### src/rtl/multi_hex_display.sv
// Multi-digit hex display driver.
//
// Latches DIGITS hex nibbles plus decimal points on `load`. It presents them two ways:
// - as static active-low 7-segment codes on hex_out;
// - as a registered, time-multiplexed scan on seg_mux/an.
//
// Optional leading-zero blanking (blank_lz) is sampled live.
//
// Define HEX_BLINK_EN to add a blink counter. Digits selected by blink_mask are then
// blanked while the blink phase is high. Without the macro, blink_mask is accepted and
// ignored.
//
// Ports:
//   clk        sole clock, rising edge
//   rst        synchronous active-high reset
//   value      hex nibbles, digit i = value[4i+3:4i]
//   dp         per-digit decimal point request (active-high)
//   load       latch value/dp
//   blank_lz   leading-zero blanking enable
//   blink_mask per-digit blink enable
//   hex_out    static active-low segments, digit i = hex_out[8i+7:8i]
//   seg_mux    active-low segments of the scanned digit (registered)
//   an         one-hot active-low digit select (registered)
module multi_hex_display #(
  parameter int unsigned DIGITS    = 4,
  parameter int unsigned SCAN_DIV  = 50000,
  parameter int unsigned BLINK_DIV = 12500000
) (
  input  logic                  clk,
  input  logic                  rst,
  input  logic [4*DIGITS-1:0]   value,
  input  logic [DIGITS-1:0]     dp,
  input  logic                  load,
  input  logic                  blank_lz,
  input  logic [DIGITS-1:0]     blink_mask,
  output logic [8*DIGITS-1:0]   hex_out,
  output logic [7:0]            seg_mux,
  output logic [DIGITS-1:0]     an
);

  localparam int unsigned ScanW = (SCAN_DIV > 1) ? $clog2(SCAN_DIV) : 1;
  localparam int unsigned IdxW  = (DIGITS > 1) ? $clog2(DIGITS) : 1;
  localparam logic [ScanW-1:0] ScanMax = ScanW'(SCAN_DIV - 1);
  localparam logic [IdxW-1:0]  IdxMax  = IdxW'(DIGITS - 1);

  logic [4*DIGITS-1:0] val_q;
  logic [DIGITS-1:0]   dp_q;
  logic [ScanW-1:0]    scan_cnt_q, scan_cnt_d;
  logic [IdxW-1:0]     scan_idx_q, scan_idx_d;
  logic [DIGITS-1:0]   an_q, an_d;
  logic [7:0]          seg_q, seg_d;
  logic [DIGITS-1:0]   lz_blank;
  logic [DIGITS-1:0]   blink_blank;
  logic                upper_zero;

  // Active-high g..a pattern for one nibble.
  function automatic logic [6:0] seg_decode(input logic [3:0] nib);
    seg_decode = 7'h00;
    case (nib)
      4'h0: seg_decode = 7'h3F;
      4'h1: seg_decode = 7'h06;
      4'h2: seg_decode = 7'h5B;
      4'h3: seg_decode = 7'h4F;
      4'h4: seg_decode = 7'h66;
      4'h5: seg_decode = 7'h6D;
      4'h6: seg_decode = 7'h7D;
      4'h7: seg_decode = 7'h07;
      4'h8: seg_decode = 7'h7F;
      4'h9: seg_decode = 7'h6F;
      4'hA: seg_decode = 7'h77;
      4'hB: seg_decode = 7'h7C;
      4'hC: seg_decode = 7'h39;
      4'hD: seg_decode = 7'h5E;
      4'hE: seg_decode = 7'h79;
      4'hF: seg_decode = 7'h71;
    endcase
  endfunction

  // Walk down from the top digit. A digit is a leading zero while it and everything
  // above it is zero. Digit 0 always shows.
  always_comb begin
    upper_zero = 1'b1;
    lz_blank   = '0;
    for (int i = DIGITS - 1; i >= 0; i--) begin
      upper_zero  = upper_zero & (val_q[4*i +: 4] == 4'h0);
      lz_blank[i] = blank_lz & upper_zero & (i != 0);
    end
  end

`ifdef HEX_BLINK_EN
  localparam int unsigned BlinkW = (BLINK_DIV > 1) ? $clog2(BLINK_DIV) : 1;
  localparam logic [BlinkW-1:0] BlinkMax = BlinkW'(BLINK_DIV - 1);

  logic [BlinkW-1:0] blink_cnt_q, blink_cnt_d;
  logic              blink_phase_q, blink_phase_d;

  always_comb begin
    blink_cnt_d   = blink_cnt_q + BlinkW'(1);
    blink_phase_d = blink_phase_q;
    if (blink_cnt_q == BlinkMax) begin
      blink_cnt_d   = '0;
      blink_phase_d = ~blink_phase_q;
    end
  end

  always_ff @(posedge clk) begin
    if (rst) begin
      blink_cnt_q   <= '0;
      blink_phase_q <= 1'b0;
    end else begin
      blink_cnt_q   <= blink_cnt_d;
      blink_phase_q <= blink_phase_d;
    end
  end

  assign blink_blank = blink_phase_q ? blink_mask : '0;
`else
  logic        unused_blink_mask;
  logic [31:0] unused_blink_div;
  assign unused_blink_mask = ^blink_mask;
  assign unused_blink_div  = BLINK_DIV;
  assign blink_blank       = '0;
`endif

  always_comb begin
    hex_out = '0;
    for (int i = 0; i < DIGITS; i++) begin
      if (lz_blank[i] || blink_blank[i]) begin
        hex_out[8*i +: 8] = 8'hFF;
      end else begin
        hex_out[8*i +: 8] = {~dp_q[i], ~seg_decode(val_q[4*i +: 4])};
      end
    end
  end

  // Scan timing; with DIGITS=1, IdxMax is 0 so the index never leaves 0.
  always_comb begin
    scan_cnt_d = scan_cnt_q + ScanW'(1);
    scan_idx_d = scan_idx_q;
    if (scan_cnt_q == ScanMax) begin
      scan_cnt_d = '0;
      scan_idx_d = (scan_idx_q == IdxMax) ? '0 : scan_idx_q + IdxW'(1);
    end
  end

  // Mux outputs track the index being entered, so an/seg_mux change on the same edge
  // as scan_idx.
  always_comb begin
    seg_d = 8'hFF;
    an_d  = '1;
    for (int i = 0; i < DIGITS; i++) begin
      if (IdxW'(i) == scan_idx_d) begin
        seg_d = hex_out[8*i +: 8];
        an_d[i] = 1'b0;
      end
    end
  end

  always_ff @(posedge clk) begin
    if (rst) begin
      val_q      <= '0;
      dp_q       <= '0;
      scan_cnt_q <= '0;
      scan_idx_q <= '0;
      an_q       <= ~DIGITS'(1);
      seg_q      <= 8'hC0;
    end else begin
      if (load) begin
        val_q <= value;
        dp_q  <= dp;
      end
      scan_cnt_q <= scan_cnt_d;
      scan_idx_q <= scan_idx_d;
      an_q       <= an_d;
      seg_q      <= seg_d;
    end
  end

  assign seg_mux = seg_q;
  assign an      = an_q;

endmodule
### config.mk
export PLATFORM = sky130hd
export DESIGN_NAME = multi_hex_display
export DESIGN_NICKNAME = d
export VERILOG_FILES = /design/src/rtl/multi_hex_display.sv
export SDC_FILE = /design/constraint.sdc
export NUM_CORES = 1
export LEC_CHECK = 0
export ABC_AREA = 1
export CAP_MARGIN = 40
export CELL_PAD_IN_SITES_DETAIL_PLACEMENT = 0
export CELL_PAD_IN_SITES_GLOBAL_PLACEMENT = 1
export CORE_ASPECT_RATIO = 1.75
export CORE_MARGIN = 2
export CORE_UTILIZATION = 25
export DETAILED_ROUTE_END_ITERATION = 8
export GPL_ROUTABILITY_DRIVEN = 0
export PLACE_DENSITY = 0.6
export SYNTH_ARGS = -nofsm -noshare
export SYNTH_HDL_FRONTEND = slang
export SYNTH_SLANG_ARGS = --single-unit
### constraint.sdc
create_clock -name clk -period 2.3 [get_ports clk]
set_clock_uncertainty 0.1 [all_clocks]
set_input_delay 0.575 -clock clk [delete_from_list [all_inputs] [get_ports clk]]
set_output_delay 0.575 -clock clk [all_outputs]
set_load 0.02 [all_outputs]
==> run_results.csv <==
group,metric,value,unit
synthesis,synth-seq-area-share,0.392,
placement,dp_worst_setup_slack,-0.709,ns
floorplan,io-pin-count,72,
grt,grt_max_degree,16,
timing,setup_viol_count_final,4,
power_and_ir_drop,power.static_leakage,0.00260,uW
synthesis,synthCells,537,
drt,wire_length_on_met2,6.68,mm
synthesis,dominantRegCellSynth,"sky130_fd_sc_hd__dfxtp_1",
grt,globalRoute.totalOverflow,0,
hold_path,path_category_of_the_worst_min_delay_check,"flip-flop to flip-flop",
floorplan,die_h,171,um
timing,report.final.hold_viol_count,0,
grt,global_route_wire_length_before_repair,19.4,mm
power_and_ir_drop,power.ir.vdd_worst,0.255,mV
setup_path,worstSetupPathType,"flip-flop to output pin",
status,status,"finished, violations left",
synthesis,yosysTopAreaCellShare,0.392,
cts,tritoncts,"done",
setup_path,critPathLaunchType,"flip-flop",
setup_path,critPathArrivalTime,1.64,ns
drt,vias,3848,
timing,fmax,0.432,GHz
placement,placement.cell_area,5380,um^2
cts,cts_hold_repair.buffers,0,
timing,slew_headroom,0.777,
power_and_ir_drop,p_per_area,663,nW/um^2
synthesis,synth_top_area_cell,"sky130_fd_sc_hd__dfxtp_1",
finish,finish.utilization,0.369,
placement,port_buffers,67,
drt,routed_wirelength,11.8,mm
placement,place_hpwl,9.90,mm
synthesis,warning_count_from_the_yosys_run,0,
finish,final_cell_area,5800,um^2
finish,fillerInstances,1701,
synthesis,synthesis.nets,595,
cts,clock-sinks,78,
drt,detail_route.drc_violations,0,
cts,insertion_delay,0.34,ns
drt,initialDrtViolationCount,123,
cts,worst_setup_hold_path_clk_slew,0.06,ns
drt,drt_first_pass_iters,4,
drt,postRouteAntennaNets,0,
synthesis,synthMostInstantiatedCell,"sky130_fd_sc_hd__nand2_1",
drt,met1_length,4.23,mm
setup_path,cp-end-kind,"output pin",
grt,via_count_of_the_first_global_routing_pass,4054,
cts,htree_levels,3,
timing,timing_max_transition_violations_final,0,
setup_path,cp.required,1.62,ns
timing,final_min_period_over_clock_period,1.01,
synthesis,postSynthRegisterBits,78,
synthesis,synth-edff-count,0,
finish,syn2layout_area_growth,45.6,%
floorplan,die_area,17000,um^2
synthesis,synth_async_sr_flop_share,0,
synthesis,syn_area,3980,um^2
setup_path,worst-path-max-fanout,8,
floorplan,placement_rows,61,
synthesis,synth.top_cells.by_count,"sky130_fd_sc_hd__nand2_1 (127), sky130_fd_sc_hd__nor2_1 (82), sky130_fd_sc_hd__dfxtp_1 (78)",
cts,cts_made_buffers,9,
power_and_ir_drop,total_power,3840,uW
job,cap_viol_max_count,0,
timing,worst_slew_pin_slew,0.333,ns
drt,topRoutingLayerUsed,"met4",
finish,n_antenna_cell,0,
drt,viasPerCell,4.39,
grt,grt_antenna_before_repair,0,
synthesis,ys_types,41,
floorplan,floorplan.initialDensity,0.253,
finish,nets,740,
drt,detailroute.wirelength.met3,302,um
status,failing_checks,"negative setup slack",
timing,postLayoutSetupSlackWorst,-0.0127,ns
cts,max-clock-path-buffers,2,
floorplan,core-area,15700,um^2
cts,root_buffer,"sky130_fd_sc_hd__clkbuf_16",
drt,drt-wirelength-per-cell,13.5,um
timing,final_period_minus_worst_setup_slack,2.31,ns
synthesis,synth.area.top_cells,"sky130_fd_sc_hd__dfxtp_1 (39%), sky130_fd_sc_hd__nand2_1 (12%), sky130_fd_sc_hd__ha_1 (9.4%), sky130_fd_sc_hd__nor2_1 (7.7%), sky130_fd_sc_hd__inv_1 (5.5%)",
synthesis,synth.avg_cell_area,7.42,um^2
floorplan,die_width,99.4,um
timing,unrepaired_setup_endpoints_after_global_routing,"yes",
grt,grt.total_usage,0.148,
finish,post_route_cells_drive_above_1_share,0.262,
## per-stage QoR
step	instances	setup TNS, ns	hold WS (ns)
global route	876	-0.787	0.392
finish	876	-0.0257	0.363
global placement	853	-22.55	0.346
CTS	875	-0.0916	0.373
detailed placement	853	-23.10	0.361
floorplan	537	0	0.329
## repair_timing
item / 4_1_cts / 5_1_grt
setup buffers: 6 / 1
endpoints found under the setup margin: 24 / 45
gates resized for setup: 126 / 36
pin swaps: 10 / 7
## metal layers
| layer | track usage | vias up |
|---|---|---|
| met1 | 0.141 | 1751 |
| met5 | 0 | - |
| met3 | 0.0278 | 23 |
| met4 | 0.0792 | 0 |
| met2 | 0.289 | 75 |
| li1 | - | 1999 |
## power by group
part	switching [uW]	internal [uW]	total, uW
clock	578	848	1430
sequential	49.5	1460	1510
combinational	481	428	909
total	1110	2730	3840
## worst max-delay path, stage by stage (launching register included)
cell and delay (ns):
sky130_fd_sc_hd__dfxtp_2 0.32, sky130_fd_sc_hd__or2_4 0.25, sky130_fd_sc_hd__nor2_4 0.13, sky130_fd_sc_hd__buf_6 0.11, sky130_fd_sc_hd__clkinvlp_4 0.20, sky130_fd_sc_hd__nand2_2 0.16
sky130_fd_sc_hd__buf_6 0.12
## area by class of cell
class | count | area, um^2 | area share
Multi-Input combinational cell | 387 | 2230 | 0.385
Sequential cell | 78 | 1560 | 0.269
Timing Repair Buffer | 145 | 1230 | 0.212
Tap cell | 189 | 236 | 0.0408
Inverter | 61 | 235 | 0.0406
Clock buffer | 10 | 229 | 0.0395
Clock inverter | 6 | 70.1 | 0.0121
## path summary, 6_finish.rpt
path | slack [ns] | depth (start not counted) | endpoint | start
hold reg to reg | 0.36 | 1 | scan_cnt_q[0] | scan_cnt_q[0]
hold / removal | 0.36 | 1 | scan_cnt_q[0] | scan_cnt_q[0]
setup reg to reg | 0.26 | 10 | seg_mux[5] | scan_cnt_q[0]
setup / recovery | -0.01 | 6 | hex_out[27] | val_q[12]
## cells by family (layout without fill, tap and decap cells)
| logic type | count (synthesis) | in the layout | synth area share |
|---|---|---|---|
| XOR/XNOR | 1 | 1 | 0.00220 |
| adder cells (fa/ha/maj) | 30 | 30 | 0.0942 |
| AND/OR/NAND/NOR | 280 | 280 | 0.333 |
| AO/OA/AOI/OAI | 76 | 76 | 0.104 |
| buffers and inverters | 72 | 222 | 0.0747 |
| flip-flops | 78 | 78 | 0.392 |
## placed cells by master (no fill, tap or decap), types with 7 or more instances in the layout
cell and count:
sky130_fd_sc_hd__clkbuf_16 9, sky130_fd_sc_hd__nor3_1 13, sky130_fd_sc_hd__o21ai_0 31, sky130_fd_sc_hd__buf_6 10, sky130_fd_sc_hd__nand2_1 115, sky130_fd_sc_hd__buf_4 86, sky130_fd_sc_hd__dfxtp_1 77, sky130_fd_sc_hd__a21oi_1 17
sky130_fd_sc_hd__nand3_1 7, sky130_fd_sc_hd__nand2_2 18, sky130_fd_sc_hd__ha_1 30, sky130_fd_sc_hd__nor2_1 75, sky130_fd_sc_hd__o21ai_1 13, sky130_fd_sc_hd__nor3_2 11, sky130_fd_sc_hd__nand3b_1 8, sky130_fd_sc_hd__nor2_2 10
sky130_fd_sc_hd__clkdlybuf4s50_1 42, sky130_fd_sc_hd__inv_1 56
Note: power is estimated with default switching activity, not from simulation.
